File: config.mk
export PLATFORM = sky130hd
export DESIGN_NAME = checkpoint_renamer_flat
export DESIGN_NICKNAME = d
export VERILOG_FILES = /design/src/rtl/checkpoint_renamer_pkg.sv /design/src/rtl/checkpoint_renamer_if.sv /design/src/rtl/checkpoint_renamer_free_list.sv /design/src/rtl/checkpoint_renamer.sv /design/src/flat_wrapper.sv
export SDC_FILE = /design/constraint.sdc
export NUM_CORES = 2
export LEC_CHECK = 0
export ABC_CLOCK_PERIOD_IN_PS = 30700
export CAP_MARGIN = 40
export CORE_MARGIN = 4
export CORE_UTILIZATION = 65
export CTS_CLUSTER_DIAMETER = 120
export DETAILED_ROUTE_END_ITERATION = 12
export DONT_BUFFER_PORTS = 1
export MAX_ROUTING_LAYER = met4
export PLACE_DENSITY = 0.84
export SLEW_MARGIN = 15
export SYNTH_ARGS = -nofsm -noshare
export SYNTH_HDL_FRONTEND = slang
export SYNTH_HIERARCHICAL = 1
export SYNTH_SLANG_ARGS = --single-unit
File: constraint.sdc
create_clock -name clk -period 30.7 [get_ports clk]
set_input_delay 4.605 -clock clk [delete_from_list [all_inputs] [get_ports clk]]
set_output_delay 4.605 -clock clk [all_outputs]
set_load 0.005 [all_outputs]
File: src/rtl/checkpoint_renamer_pkg.sv
// Shared types and helpers for the checkpoint register renamer.
//  - init_state_t : post-reset initialisation state (INIT_ST while the spec
//                   table and free list are being seeded, RUN_ST afterwards)
//  - idx_width    : address width for an n-entry structure, never below 1
//  - max_int      : larger of two integers, used to size the init sequence
package checkpoint_renamer_pkg;

    localparam int DEF_ARCH_REGS     = 32;
    localparam int DEF_PHYS_REGS     = 64;
    localparam int DEF_READ_PORTS    = 2;
    localparam int DEF_NUM_WB_GROUPS = 2;
    localparam int DEF_MAX_IDS       = 8;
    localparam int DEF_NUM_CKPT      = 4;

    typedef enum logic {
        INIT_ST = 1'b0,
        RUN_ST  = 1'b1
    } init_state_t;

    function automatic int idx_width(input int n);
        return (n > 1) ? $clog2(n) : 1;
    endfunction

    function automatic int max_int(input int a, input int b);
        return (a > b) ? a : b;
    endfunction

endpackage

File: src/rtl/checkpoint_renamer_if.sv
// Decode/rename/recovery/retire bundle of the checkpoint register renamer.
//  master : decode + control side (drives decode, restore, release, retire)
//  slave  : the renamer (drives init_done, rename_ready and renamed operands)
//  dec_valid/dec_uses_rd/dec_rd/dec_rd_wb_group/dec_rs/dec_id/dec_ckpt_req
//                       decode instruction presented for renaming
//  init_done/rename_ready/phys_rs/rs_wb_group/phys_rd/ckpt_id
//                       renamer status and combinational rename results
//  restore_valid/restore_id  mispredict recovery to a checkpoint slot
//  ckpt_release              oldest checkpointed branch retired
//  retire_valid/retire_id/retire_discard  instruction with rd leaving pipeline
interface checkpoint_renamer_if
    import checkpoint_renamer_pkg::*;
#(
    parameter int ARCH_REGS     = DEF_ARCH_REGS,
    parameter int PHYS_REGS     = DEF_PHYS_REGS,
    parameter int READ_PORTS    = DEF_READ_PORTS,
    parameter int NUM_WB_GROUPS = DEF_NUM_WB_GROUPS,
    parameter int MAX_IDS       = DEF_MAX_IDS,
    parameter int NUM_CKPT      = DEF_NUM_CKPT
);
    localparam int AW = idx_width(ARCH_REGS);
    localparam int PW = idx_width(PHYS_REGS);
    localparam int GW = idx_width(NUM_WB_GROUPS);
    localparam int IW = idx_width(MAX_IDS);
    localparam int CW = idx_width(NUM_CKPT);

    logic                           init_done;
    logic                           dec_valid;
    logic                           dec_uses_rd;
    logic [AW-1:0]                  dec_rd;
    logic [GW-1:0]                  dec_rd_wb_group;
    logic [READ_PORTS-1:0][AW-1:0]  dec_rs;
    logic [IW-1:0]                  dec_id;
    logic                           dec_ckpt_req;
    logic                           rename_ready;
    logic [READ_PORTS-1:0][PW-1:0]  phys_rs;
    logic [READ_PORTS-1:0][GW-1:0]  rs_wb_group;
    logic [PW-1:0]                  phys_rd;
    logic [CW-1:0]                  ckpt_id;
    logic                           restore_valid;
    logic [CW-1:0]                  restore_id;
    logic                           ckpt_release;
    logic                           retire_valid;
    logic [IW-1:0]                  retire_id;
    logic                           retire_discard;

    modport master (
        output dec_valid, dec_uses_rd, dec_rd, dec_rd_wb_group, dec_rs, dec_id,
               dec_ckpt_req, restore_valid, restore_id, ckpt_release,
               retire_valid, retire_id, retire_discard,
        input  init_done, rename_ready, phys_rs, rs_wb_group, phys_rd, ckpt_id
    );

    modport slave (
        input  dec_valid, dec_uses_rd, dec_rd, dec_rd_wb_group, dec_rs, dec_id,
               dec_ckpt_req, restore_valid, restore_id, ckpt_release,
               retire_valid, retire_id, retire_discard,
        output init_done, rename_ready, phys_rs, rs_wb_group, phys_rd, ckpt_id
    );

endinterface

File: src/rtl/checkpoint_renamer_free_list.sv
// Circular FIFO of free physical register addresses.
//  clk, rst       clock, synchronous active-high reset (empties the list)
//  push/push_data append an address at the tail
//  pop            advance the head (pop_data is the current head entry)
//  empty          no free address available
//  head_ptr       current head pointer (with wrap bit) for checkpointing
//  load_head/load_head_ptr  rewind the head to a saved snapshot
// DEPTH must be a power of two; pointers carry one extra wrap bit so a full
// list (count == DEPTH) is distinguishable from an empty one.
module checkpoint_renamer_free_list
    import checkpoint_renamer_pkg::*;
#(
    parameter int DEPTH = 32,
    parameter int PW    = 6,
    localparam int PTRW = idx_width(DEPTH) + 1
) (
    input  logic            clk,
    input  logic            rst,
    input  logic            push,
    input  logic [PW-1:0]   push_data,
    input  logic            pop,
    output logic [PW-1:0]   pop_data,
    output logic            empty,
    output logic [PTRW-1:0] head_ptr,
    input  logic            load_head,
    input  logic [PTRW-1:0] load_head_ptr
);

    logic [PW-1:0]   mem [DEPTH];
    logic [PTRW-1:0] head_q;
    logic [PTRW-1:0] tail_q;
    logic [PTRW-1:0] count;

    assign count    = tail_q - head_q;
    assign empty    = (count == '0);
    assign head_ptr = head_q;
    assign pop_data = mem[head_q[PTRW-2:0]];

    always_ff @(posedge clk) begin
        if (rst) begin
            head_q <= '0;
            tail_q <= '0;
        end else begin
            if (push) begin
                tail_q <= tail_q + PTRW'(1);
            end
            // A restore rewinds the head; entries popped on the wrong path
            // become free again simply by being back inside head..tail.
            if (load_head) begin
                head_q <= load_head_ptr;
            end else if (pop) begin
                head_q <= head_q + PTRW'(1);
            end
        end
    end

    always_ff @(posedge clk) begin
        if (push) begin
            mem[tail_q[PTRW-2:0]] <= push_data;
        end
    end

    a_no_pop_empty: assert property (@(posedge clk) disable iff (rst)
        !(pop && empty));
    a_count_bound: assert property (@(posedge clk) disable iff (rst)
        count <= PTRW'(DEPTH));

endmodule

File: src/rtl/checkpoint_renamer.sv
// Register renamer with checkpointed speculative map table.
//  clk, rst   clock, synchronous active-high reset
//  bus        checkpoint_renamer_if.slave: decode in, renamed operands out,
//             checkpoint restore/release and retire inputs
// After reset a multi-cycle init maps arch i -> phys i (group 0) and fills
// the free list with ARCH_REGS..PHYS_REGS-1. Renaming then reads sources from
// the current map, pops a free phys reg for rd and records the previous
// mapping per instruction id so it can be freed when that id retires.
// A branch snapshots the updated map and free-list head into a checkpoint
// slot; a restore reloads both in one cycle.
module checkpoint_renamer
    import checkpoint_renamer_pkg::*;
#(
    parameter int ARCH_REGS     = DEF_ARCH_REGS,
    parameter int PHYS_REGS     = DEF_PHYS_REGS,
    parameter int READ_PORTS    = DEF_READ_PORTS,
    parameter int NUM_WB_GROUPS = DEF_NUM_WB_GROUPS,
    parameter int MAX_IDS       = DEF_MAX_IDS,
    parameter int NUM_CKPT      = DEF_NUM_CKPT,
    parameter int RENAME_ZERO   = 0
) (
    input logic                 clk,
    input logic                 rst,
    checkpoint_renamer_if.slave bus
);

    localparam int AW          = idx_width(ARCH_REGS);
    localparam int PW          = idx_width(PHYS_REGS);
    localparam int GW          = idx_width(NUM_WB_GROUPS);
    localparam int CW          = idx_width(NUM_CKPT);
    localparam int FREE_DEPTH  = PHYS_REGS - ARCH_REGS;
    localparam int FPW         = idx_width(FREE_DEPTH) + 1;
    localparam int INIT_CYCLES = max_int(ARCH_REGS, FREE_DEPTH);
    localparam int ICW         = idx_width(INIT_CYCLES);

    typedef struct packed {
        logic [PW-1:0] phys;
        logic [GW-1:0] group;
    } map_t;

    init_state_t   state_q, state_d;
    logic [ICW-1:0] init_cnt_q;
    logic          init_active;
    logic          init_done;
    logic          init_spec_we;
    logic          init_push;

    map_t          spec_q [ARCH_REGS];
    map_t          spec_d [ARCH_REGS];
    map_t          ckpt_tbl_q [NUM_CKPT][ARCH_REGS];
    logic [FPW-1:0] ckpt_head_q [NUM_CKPT];
    logic [CW:0]   alloc_ptr_q, release_ptr_q;
    logic [CW:0]   ckpt_live;
    logic          ckpt_full;
    logic [CW-1:0] restore_off;

    // Only the previous phys is needed at retire, so the group is not kept.
    logic [PW-1:0] inuse_q [MAX_IDS];

    logic          rename_ready, fire, rd_rename, take_ckpt, restore_apply;
    logic          retire_push;
    logic [READ_PORTS-1:0][PW-1:0] rs_phys;
    logic [READ_PORTS-1:0][GW-1:0] rs_group;

    logic          fl_push, fl_empty;
    logic [PW-1:0] fl_push_data, fl_head_data;
    logic [FPW-1:0] fl_head_ptr, fl_head_after;

    // ---------------- init FSM ----------------
    always_ff @(posedge clk) begin
        if (rst) begin
            state_q <= INIT_ST;
        end else begin
            state_q <= state_d;
        end
    end

    always_comb begin
        state_d = state_q;
        if (state_q == INIT_ST && init_cnt_q == ICW'(INIT_CYCLES - 1)) begin
            state_d = RUN_ST;
        end
    end

    always_comb begin
        init_active  = (state_q == INIT_ST);
        init_done    = (state_q == RUN_ST);
        init_spec_we = init_active && (int'(init_cnt_q) < ARCH_REGS);
        init_push    = init_active && (int'(init_cnt_q) < FREE_DEPTH);
    end

    always_ff @(posedge clk) begin
        if (rst) begin
            init_cnt_q <= '0;
        end else if (init_active) begin
            init_cnt_q <= init_cnt_q + ICW'(1);
        end
    end

    // ---------------- handshake ----------------
    assign ckpt_live     = alloc_ptr_q - release_ptr_q;
    assign ckpt_full     = (ckpt_live == (CW+1)'(NUM_CKPT));
    assign rename_ready  = init_done && !bus.restore_valid && !fl_empty
                           && !(bus.dec_ckpt_req && ckpt_full);
    assign fire          = bus.dec_valid && rename_ready;
    assign rd_rename     = fire && bus.dec_uses_rd
                           && ((RENAME_ZERO != 0) || (bus.dec_rd != '0));
    assign take_ckpt     = fire && bus.dec_ckpt_req;
    assign restore_apply = init_done && bus.restore_valid;
    assign retire_push   = init_done && bus.retire_valid && !bus.retire_discard;
    // Offset of the restored slot from the oldest live slot.
    assign restore_off   = bus.restore_id - release_ptr_q[CW-1:0];
    assign fl_head_after = fl_head_ptr + FPW'(rd_rename);

    assign bus.init_done    = init_done;
    assign bus.rename_ready = rename_ready;
    assign bus.phys_rd      = rd_rename ? fl_head_data : '0;
    assign bus.ckpt_id      = alloc_ptr_q[CW-1:0];
    assign bus.phys_rs      = rs_phys;
    assign bus.rs_wb_group  = rs_group;

    // Source lookups see the table before this cycle's rd update.
    always_comb begin
        for (int i = 0; i < READ_PORTS; i++) begin
            rs_phys[i]  = spec_q[bus.dec_rs[i]].phys;
            rs_group[i] = spec_q[bus.dec_rs[i]].group;
            if (RENAME_ZERO == 0 && bus.dec_rs[i] == '0) begin
                rs_phys[i]  = '0;
                rs_group[i] = '0;
            end
        end
    end

    // ---------------- speculative map table ----------------
    always_comb begin
        spec_d = spec_q;
        if (init_spec_we) begin
            spec_d[AW'(init_cnt_q)] = '{phys: PW'(init_cnt_q), group: '0};
        end
        if (rd_rename) begin
            spec_d[bus.dec_rd] = '{phys: fl_head_data, group: bus.dec_rd_wb_group};
        end
        if (restore_apply) begin
            spec_d = ckpt_tbl_q[bus.restore_id];
        end
    end

    always_ff @(posedge clk) begin
        spec_q <= spec_d;
    end

    // Checkpoints capture the map including this branch's own rd write.
    always_ff @(posedge clk) begin
        if (take_ckpt) begin
            ckpt_tbl_q[alloc_ptr_q[CW-1:0]]  <= spec_d;
            ckpt_head_q[alloc_ptr_q[CW-1:0]] <= fl_head_after;
        end
    end

    always_ff @(posedge clk) begin
        if (rst) begin
            alloc_ptr_q   <= '0;
            release_ptr_q <= '0;
        end else begin
            if (bus.ckpt_release) begin
                release_ptr_q <= release_ptr_q + (CW+1)'(1);
            end
            if (restore_apply) begin
                alloc_ptr_q <= release_ptr_q + {1'b0, restore_off} + (CW+1)'(1);
            end else if (take_ckpt) begin
                alloc_ptr_q <= alloc_ptr_q + (CW+1)'(1);
            end
        end
    end

    always_ff @(posedge clk) begin
        if (rd_rename) begin
            inuse_q[bus.dec_id] <= spec_q[bus.dec_rd].phys;
        end
    end

    // ---------------- free list ----------------
    always_comb begin
        fl_push      = init_push || retire_push;
        fl_push_data = init_active ? (PW'(ARCH_REGS) + PW'(init_cnt_q))
                                   : inuse_q[bus.retire_id];
    end

    checkpoint_renamer_free_list #(
        .DEPTH (FREE_DEPTH),
        .PW    (PW)
    ) u_free_list (
        .clk           (clk),
        .rst           (rst),
        .push          (fl_push),
        .push_data     (fl_push_data),
        .pop           (rd_rename),
        .pop_data      (fl_head_data),
        .empty         (fl_empty),
        .head_ptr      (fl_head_ptr),
        .load_head     (restore_apply),
        .load_head_ptr (ckpt_head_q[bus.restore_id])
    );

    a_restore_live: assert property (@(posedge clk) disable iff (rst)
        restore_apply |-> ({1'b0, restore_off} < ckpt_live));
    a_release_live: assert property (@(posedge clk) disable iff (rst)
        bus.ckpt_release |-> (ckpt_live != '0));

endmodule
File: src/flat_wrapper.sv
// flat-port wrapper written by rule: the top's interface ports become plain ports
module checkpoint_renamer_flat import checkpoint_renamer_pkg::*;
#(
    parameter int ARCH_REGS     = DEF_ARCH_REGS,
    parameter int PHYS_REGS     = DEF_PHYS_REGS,
    parameter int READ_PORTS    = DEF_READ_PORTS,
    parameter int NUM_WB_GROUPS = DEF_NUM_WB_GROUPS,
    parameter int MAX_IDS       = DEF_MAX_IDS,
    parameter int NUM_CKPT      = DEF_NUM_CKPT,
    parameter int RENAME_ZERO   = 0
)
  (clk, rst, bus_dec_valid, bus_dec_uses_rd, bus_dec_rd, bus_dec_rd_wb_group, bus_dec_rs, bus_dec_id, bus_dec_ckpt_req, bus_restore_valid, bus_restore_id, bus_ckpt_release, bus_retire_valid, bus_retire_id, bus_retire_discard, bus_init_done, bus_rename_ready, bus_phys_rs, bus_rs_wb_group, bus_phys_rd, bus_ckpt_id);
  checkpoint_renamer_if #(.ARCH_REGS(ARCH_REGS), .PHYS_REGS(PHYS_REGS), .READ_PORTS(READ_PORTS), .NUM_WB_GROUPS(NUM_WB_GROUPS), .MAX_IDS(MAX_IDS), .NUM_CKPT(NUM_CKPT)) bus_i ();
  input logic clk;
  input logic rst;
  input wire logic [$bits(bus_i.dec_valid)-1:0] bus_dec_valid;
  input wire logic [$bits(bus_i.dec_uses_rd)-1:0] bus_dec_uses_rd;
  input wire logic [$bits(bus_i.dec_rd)-1:0] bus_dec_rd;
  input wire logic [$bits(bus_i.dec_rd_wb_group)-1:0] bus_dec_rd_wb_group;
  input wire logic [$bits(bus_i.dec_rs)-1:0] bus_dec_rs;
  input wire logic [$bits(bus_i.dec_id)-1:0] bus_dec_id;
  input wire logic [$bits(bus_i.dec_ckpt_req)-1:0] bus_dec_ckpt_req;
  input wire logic [$bits(bus_i.restore_valid)-1:0] bus_restore_valid;
  input wire logic [$bits(bus_i.restore_id)-1:0] bus_restore_id;
  input wire logic [$bits(bus_i.ckpt_release)-1:0] bus_ckpt_release;
  input wire logic [$bits(bus_i.retire_valid)-1:0] bus_retire_valid;
  input wire logic [$bits(bus_i.retire_id)-1:0] bus_retire_id;
  input wire logic [$bits(bus_i.retire_discard)-1:0] bus_retire_discard;
  output wire logic [$bits(bus_i.init_done)-1:0] bus_init_done;
  output wire logic [$bits(bus_i.rename_ready)-1:0] bus_rename_ready;
  output wire logic [$bits(bus_i.phys_rs)-1:0] bus_phys_rs;
  output wire logic [$bits(bus_i.rs_wb_group)-1:0] bus_rs_wb_group;
  output wire logic [$bits(bus_i.phys_rd)-1:0] bus_phys_rd;
  output wire logic [$bits(bus_i.ckpt_id)-1:0] bus_ckpt_id;
  assign bus_i.dec_valid = bus_dec_valid;
  assign bus_i.dec_uses_rd = bus_dec_uses_rd;
  assign bus_i.dec_rd = bus_dec_rd;
  assign bus_i.dec_rd_wb_group = bus_dec_rd_wb_group;
  assign bus_i.dec_rs = bus_dec_rs;
  assign bus_i.dec_id = bus_dec_id;
  assign bus_i.dec_ckpt_req = bus_dec_ckpt_req;
  assign bus_i.restore_valid = bus_restore_valid;
  assign bus_i.restore_id = bus_restore_id;
  assign bus_i.ckpt_release = bus_ckpt_release;
  assign bus_i.retire_valid = bus_retire_valid;
  assign bus_i.retire_id = bus_retire_id;
  assign bus_i.retire_discard = bus_retire_discard;
  assign bus_init_done = bus_i.init_done;
  assign bus_rename_ready = bus_i.rename_ready;
  assign bus_phys_rs = bus_i.phys_rs;
  assign bus_rs_wb_group = bus_i.rs_wb_group;
  assign bus_phys_rd = bus_i.phys_rd;
  assign bus_ckpt_id = bus_i.ckpt_id;
  checkpoint_renamer #(.ARCH_REGS(ARCH_REGS), .PHYS_REGS(PHYS_REGS), .READ_PORTS(READ_PORTS), .NUM_WB_GROUPS(NUM_WB_GROUPS), .MAX_IDS(MAX_IDS), .NUM_CKPT(NUM_CKPT), .RENAME_ZERO(RENAME_ZERO)) u_core (.clk(clk), .rst(rst), .bus(bus_i));
endmodule
== Yosys cells after proc, flatten, opt, wreduce, memory -nomap -nowiden ==
Memory sizes are Yosys's and may differ from the RTL's. A register that Yosys moved wholly into a read port is not among the register bits.
Cells that the tools add are included.
Storage, ports and cells
  flip-flop bits (word level): 248
  RAM bits: 1160
  input port bits: 33
  output and inout port bits: 24
  word-level logic and storage cells: 160
  memories: 4
Memory list
  u_core.ckpt_tbl_q: words 4, width 224, rd ports 1, clocked after memory_dff 0, wr ports 1, line checkpoint_renamer.sv:50  | map_t ckpt_tbl_q [NUM_CKPT][ARCH_REGS];
  u_core.u_free_list.mem: words 32, width 6, rd ports 1, clocked after memory_dff 1, wr ports 1, line checkpoint_renamer_free_list.sv:29  | logic [PW-1:0] mem [DEPTH];
  u_core.inuse_q: words 8, width 6, rd ports 1, clocked after memory_dff 0, wr ports 1, line checkpoint_renamer.sv:58  | logic [PW-1:0] inuse_q [MAX_IDS];
  u_core.ckpt_head_q: words 4, width 6, rd ports 1, clocked after memory_dff 0, wr ports 1, line checkpoint_renamer.sv:51  | logic [FPW-1:0] ckpt_head_q [NUM_CKPT];
Cells by class
  add/subtract/negate cells: 12
  order comparisons: 6
  equality and inequality tests: 2
  muxes and demuxes: 36
  bitwise logic cells: 5
  reductions and logical operators: 25
Operators by type and width (number)
  $mux W224: 3
  $bwmux W224: 2
  $bmux W7 S5: 3
  $demux W7 S5: 2
  $mux W7: 8
  $mux W6: 6
  $ge A6 B6 Y1 const B: 4
  $not A5 Y6: 4
  $logic_and A1 B1 Y1: 14
  $add A6 B1 Y6 const B: 2
  $lt A6 B1 Y1 const B: 2
  $logic_not A5 Y1: 2
  $mux W5: 2
  $add A3 B1 Y3 const B: 3
  $mux W1: 8
  $add A6 B1 Y6: 1
  $add A6 B5 Y6 const A: 1
  $logic_not A6 Y1: 1
  $mux W3: 2
  $sub A6 B6 Y6: 1
  $add A5 B1 Y5 const B: 1
  $eq A5 B5 Y1 const B: 1
  $reduce_bool A5 Y1: 1
  $logic_not A1 Y1: 4
  7 further kinds: 8

== Longest topological paths before layout ==
  depth in word-level cells: 12
  mapped depth: 14
  depth with buffers taken out: 12

== By module ==
The synthesis kept the hierarchy.
Modules (own cells, without submodules)
  checkpoint_renamer: instances 1, cells an instance 2982, area an instance 51739.6 µm², seq. area each 33792.4 µm²
  checkpoint_renamer_free_list: instances 1, cells an instance 412, area an instance 8284.2 µm², seq. area each 6105.9 µm²

== Least setup slack after synthesis ==
No wires, ideal clock.
  path kind: in2reg
  start point: input port bus_dec_ckpt_req
  end point: memory u_core/ckpt_head_q[3][0] in the netlist's numbering, enable pin
  library setup time: 901 ps
  arrival time: 16317 ps
  data required time: 29799 ps
  setup slack: 13482 ps
  stages: 4
  path buffers: 2
  cells stage by stage: and3_1 -> buf_6 -> buf_2 -> a21oi_1
Between the ends
  cells in the longest elaborated chain, start to end: 7
Ends and longest elaborated chain
  start: declaration: line flat_wrapper.sv:22  | input wire logic [$bits(bus_i.dec_ckpt_req)-1:0] bus_dec_ckpt_req;
  $logic_and A1 B1 Y1: line checkpoint_renamer.sv:104  | && !(bus.dec_ckpt_req && ckpt_full);
  $logic_not A1 Y1: line checkpoint_renamer.sv:104
  $logic_and A1 B1 Y1: line checkpoint_renamer.sv:104
  $logic_and A1 B1 Y1: line checkpoint_renamer.sv:105  | assign fire = bus.dec_valid && rename_ready;
  $logic_and A1 B1 Y1 *: line checkpoint_renamer.sv:108  | assign take_ckpt = fire && bus.dec_ckpt_req;
  $mux W1 *: line checkpoint_renamer.sv:154  | if (take_ckpt) begin
  $mux W1 (not written as such) *: line checkpoint_renamer.sv:156  | ckpt_head_q[alloc_ptr_q[CW-1:0]] <= fl_head_after;
  end: declaration: line checkpoint_renamer.sv:51
Mark *: on every way between the ends. The rest lies on a longest branch, timed or not.

== Worst setup path after layout ==
  start point: input port bus_restore_valid
  end point: output port bus_phys_rd[0]
Between the ends
  cells in the longest elaborated chain, start to end: 8
Ends and longest elaborated chain
  start: declaration: line flat_wrapper.sv:23  | input wire logic [$bits(bus_i.restore_valid)-1:0] bus_restore_valid;
  $logic_not A1 Y1: line checkpoint_renamer.sv:103  | assign rename_ready = init_done && !bus.restore_valid && !fl_empty
  $logic_and A1 B1 Y1 (2 in series): line checkpoint_renamer.sv:103
  $logic_and A1 B1 Y1: line checkpoint_renamer.sv:104
  $logic_and A1 B1 Y1: line checkpoint_renamer.sv:105
  $logic_and A1 B1 Y1: line checkpoint_renamer.sv:106  | assign rd_rename = fire && bus.dec_uses_rd
  $logic_and A1 B1 Y1: line checkpoint_renamer.sv:107  | && ((RENAME_ZERO != 0) || (bus.dec_rd != '0));
  $mux W6: line checkpoint_renamer.sv:117  | assign bus.phys_rd = rd_rename ? fl_head_data : '0;
  end: declaration: line flat_wrapper.sv:33  | output wire logic [$bits(bus_i.phys_rd)-1:0] bus_phys_rd;
No other way between the ends.

==> results.sh <==
export IMPL_status="finished, violations left"
export IMPL_violations="slew limit"
export IMPL_clockBufferDepth=3
export IMPL_fin_area_um2=66140
export IMPL_crit_slowest_cell="and4_1"
export IMPL_reg2reg_slack_ns=25.65
export IMPL_grt_busiest_layer="met2"
export IMPL_start_util_pct=65.48
export IMPL_fin_crit_sh_pct=36.14
export IMPL_seq_area_frac_synth_pct=66.47
export IMPL_final_fill_count=5119
export IMPL_drc=0
export IMPL_drt_total_wl_um=167800
export IMPL_clkSlewWorstSetupHoldPaths_ns=0.07
export IMPL_post_drt_wl_per_cell_um=35.64
export IMPL_syn_instance_count=3394
export IMPL_hold_path_class="flop to flop"
export IMPL_drtIter0Drc=5663
export IMPL_fin_util_pct=72.15
export IMPL_avgSynthCellArea_um2=17.69
export IMPL_cpPeakStageDelay_ns=0.87
export IMPL_drive_above_1_share_pct=25.55
export IMPL_rows=111
export IMPL_fin_tns_setup_ns=0
export IMPL_cp_required_ns=26.10
export IMPL_vias=34910
export IMPL_dieWidth_um=311.9
export IMPL_cts_buffers=139
export IMPL_crit_chain="nor2_1 > and4_1 > buf_4 > and2_1"
export IMPL_drv_cap=0
export IMPL_path_class="primary input to output pin"
export IMPL_htree_levels=4
export IMPL_cts_tree="done"
export IMPL_gr_usage_met3_pct=11.86
export IMPL_placed_cell_area_um2=61450
export IMPL_max_slew_margin_rel_pct=-7.311
export IMPL_yosys_warnings=6
export IMPL_routabilityCongestion=0.9733
export IMPL_ctsHoldBuffers=0
export IMPL_cp_buffers_inverters=1
export IMPL_final_hold_viol_count=0
export IMPL_io_pins=57
export IMPL_grt_max_degree=233
export IMPL_met2_usage_pct=52.75
export IMPL_cp_top_family="simple AND/OR/NAND/NOR gates"
export IMPL_hold_slack_ns=0.5557
export IMPL_worst_ir_drop_vdd_uv=80.83
export IMPL_dr_pass1_iters=6
export IMPL_syn_to_final_growth_pct=10.19
export IMPL_core_area_um2=91660
export IMPL_critPathMaxFanout=13
export IMPL_grt_setup_unrepaired="false"
export IMPL_grt_pass1_wl_um=245900
export IMPL_setup_viol=0
export IMPL_worst_pin_slew_ns=1.610
export IMPL_fin_nets=3459
export IMPL_clk_insertion_delay_late_ns=0.78
export IMPL_final_max_slew_viol_count=80
export IMPL_grt_pass1_vias=35190
export IMPL_synth_distinct_cells=79
export IMPL_ys_async_sr_fraction_pct=0
export IMPL_antenna_found_initial=9
export IMPL_cp_end_kind="output pin"
export IMPL_cp_num_cells=4
export IMPL_clock_sinks=1413
export IMPL_yosys_most_used_dff="edfxtp_1"
export IMPL_start_kind="primary input"
export IMPL_pre_cts_slack_ns=19.75
export IMPL_crit_arrival_ns=6.49
export IMPL_cts_root_buffer="clkbuf_16"
export IMPL_die_y_um=311.9
export IMPL_grtUsageMet1_pct=48.04
export IMPL_final_antenna_net_count=0
export IMPL_rr_worst_depth=13
export IMPL_period_needed_ns=11.09
export IMPL_finClkSkew_ns=0.03907
export IMPL_power_density_nw_per_um2=64.36
export IMPL_setup_ws_ns=19.61
export IMPL_vias_per_cell=7.415
export IMPL_grt_util_all_layers_pct=35.97
export IMPL_gr_total_overflow=0
export IMPL_synth_nets=3454
export IMPL_netlist_area_um2=60020
export IMPL_ys_ff_latch=1413
export IMPL_max_freq_ghz=0.09013
export IMPL_mostFrequentLayoutCell="edfxtp_1"
export IMPL_mostFrequentLayoutCells="edfxtp_1 (1160), mux4_2 (457), dfxtp_1 (250)"
export IMPL_dieArea_um2=97270
export IMPL_min_path_cells=2
export IMPL_synth_edf_count=1160
export IMPL_post_cts_resized=0
export IMPL_io_buffer_count=0
export IMPL_post_cts_setup_buffers=0
export IMPL_leakage_nw=22.33
export IMPL_detailed_place_hpwl_um=102800
==> kinds of logic after synthesis <==
kind of cell / share of synthesized area, %
flops: 66.47
mux: 20.64
compound gates: 5.939
simple gates: 3.821
buf+inv: 2.053
xor+xnor: 0.5170
fa+ha+maj: 0.5628
==> registers in the layout (all words and copies together) (netlist names), named ones only <==
name	flops
u_core/alloc_ptr_q	3
u_core/bus.init_done	1
u_core/ckpt_head_q	24
u_core/ckpt_tbl_q	896
u_core/init_cnt_q	5
u_core/inuse_q	48
u_core/release_ptr_q	3
u_core/spec_q	224
u_core/u_free_list/head_ptr	6
u_core/u_free_list/mem	192
u_core/u_free_list/tail_q	6
==> Yosys cell counts, types with 14 or more instances <==
library cell	number	share of area [%]
a22o_1	45	0.66
nand3_1	21	0.18
mux2i_1	117	2.0
o22ai_1	29	0.30
edfxtp_1	1160	58
a21oi_1	63	0.53
ha_1	27	0.56
o211ai_2	14	0.29
a21o_1	71	0.89
and2_1	23	0.24
clkbuf_1	136	0.85
a22oi_1	19	0.24
nor2_1	148	0.93
o21ai_0	131	1.1
dfxtp_1	253	8.4
mux4_2	457	17
a31oi_1	19	0.20
xnor2_1	18	0.26
mux2_2	82	1.5
inv_1	59	0.37
nor3_1	18	0.15
nand2_1	175	1.1
buf_2	52	0.43
==> power breakdown <==
part / internal, W / switching (W) / leakage [nW]
Sequential: 0.00215 / 0.0000862 / 12.7
Combinational: 0.000142 / 0.000174 / 7.43
Clock: 0.000975 / 0.000734 / 2.22
==> worst paths after layout <==
path | startpoint | end
hold reg to reg | u_core/u_free_list/tail_q[5] | u_core/u_free_list/tail_q[5]
hold / removal | u_core/u_free_list/tail_q[5] | u_core/u_free_list/tail_q[5]
setup / recovery | bus_restore_valid | bus_phys_rd[0]
setup reg to reg | u_core/u_free_list/tail_q[3] | u_core/ckpt_tbl_q[0][32]
==> metal layers <==
metal	up-vias	part of all wire, %
met2	2716	46
met4	0	4.1
li1	13780	-
met5	-	0
met3	493	14
met1	17920	35
==> per-stage QoR <==
step,power [W],instances
3_3_place_gp,0.002541,4409
2_1_floorplan,0.002448,3394
6_report,0.004257,4708
5_1_grt,0.004362,4704
4_1_cts,0.004247,4694
3_5_place_dp,0.002560,4438
==> worst reg2reg max path, stage by stage, from the launching register on <==
cell and delay, ns:
dfxtp_1 0.69, ha_1 0.38, nand2b_1 0.15, a21oi_1 0.15, a2111oi_1 0.08, buf_4 0.18
nor2_1 0.49, nand4_1 0.22, a21oi_2 0.37, and2_4 0.48, buf_4 0.32, buf_16 0.29
buf_4 0.59, buf_12 0.30
==> final cells by class <==
type                       count  area [um^2]  area share, %
antenna                        8        20.02        0.03027
clock buffer                 189         3810          5.760
clock inverter                67        758.2          1.146
inverter                      62        240.2         0.3632
multi-input combinational   1700        18940          28.64
sequential                  1413        39900          60.33
tap                         1186         1484          2.244
timing repair buffer          83        984.7          1.489
Note: power is estimated with default switching activity, not from simulation.
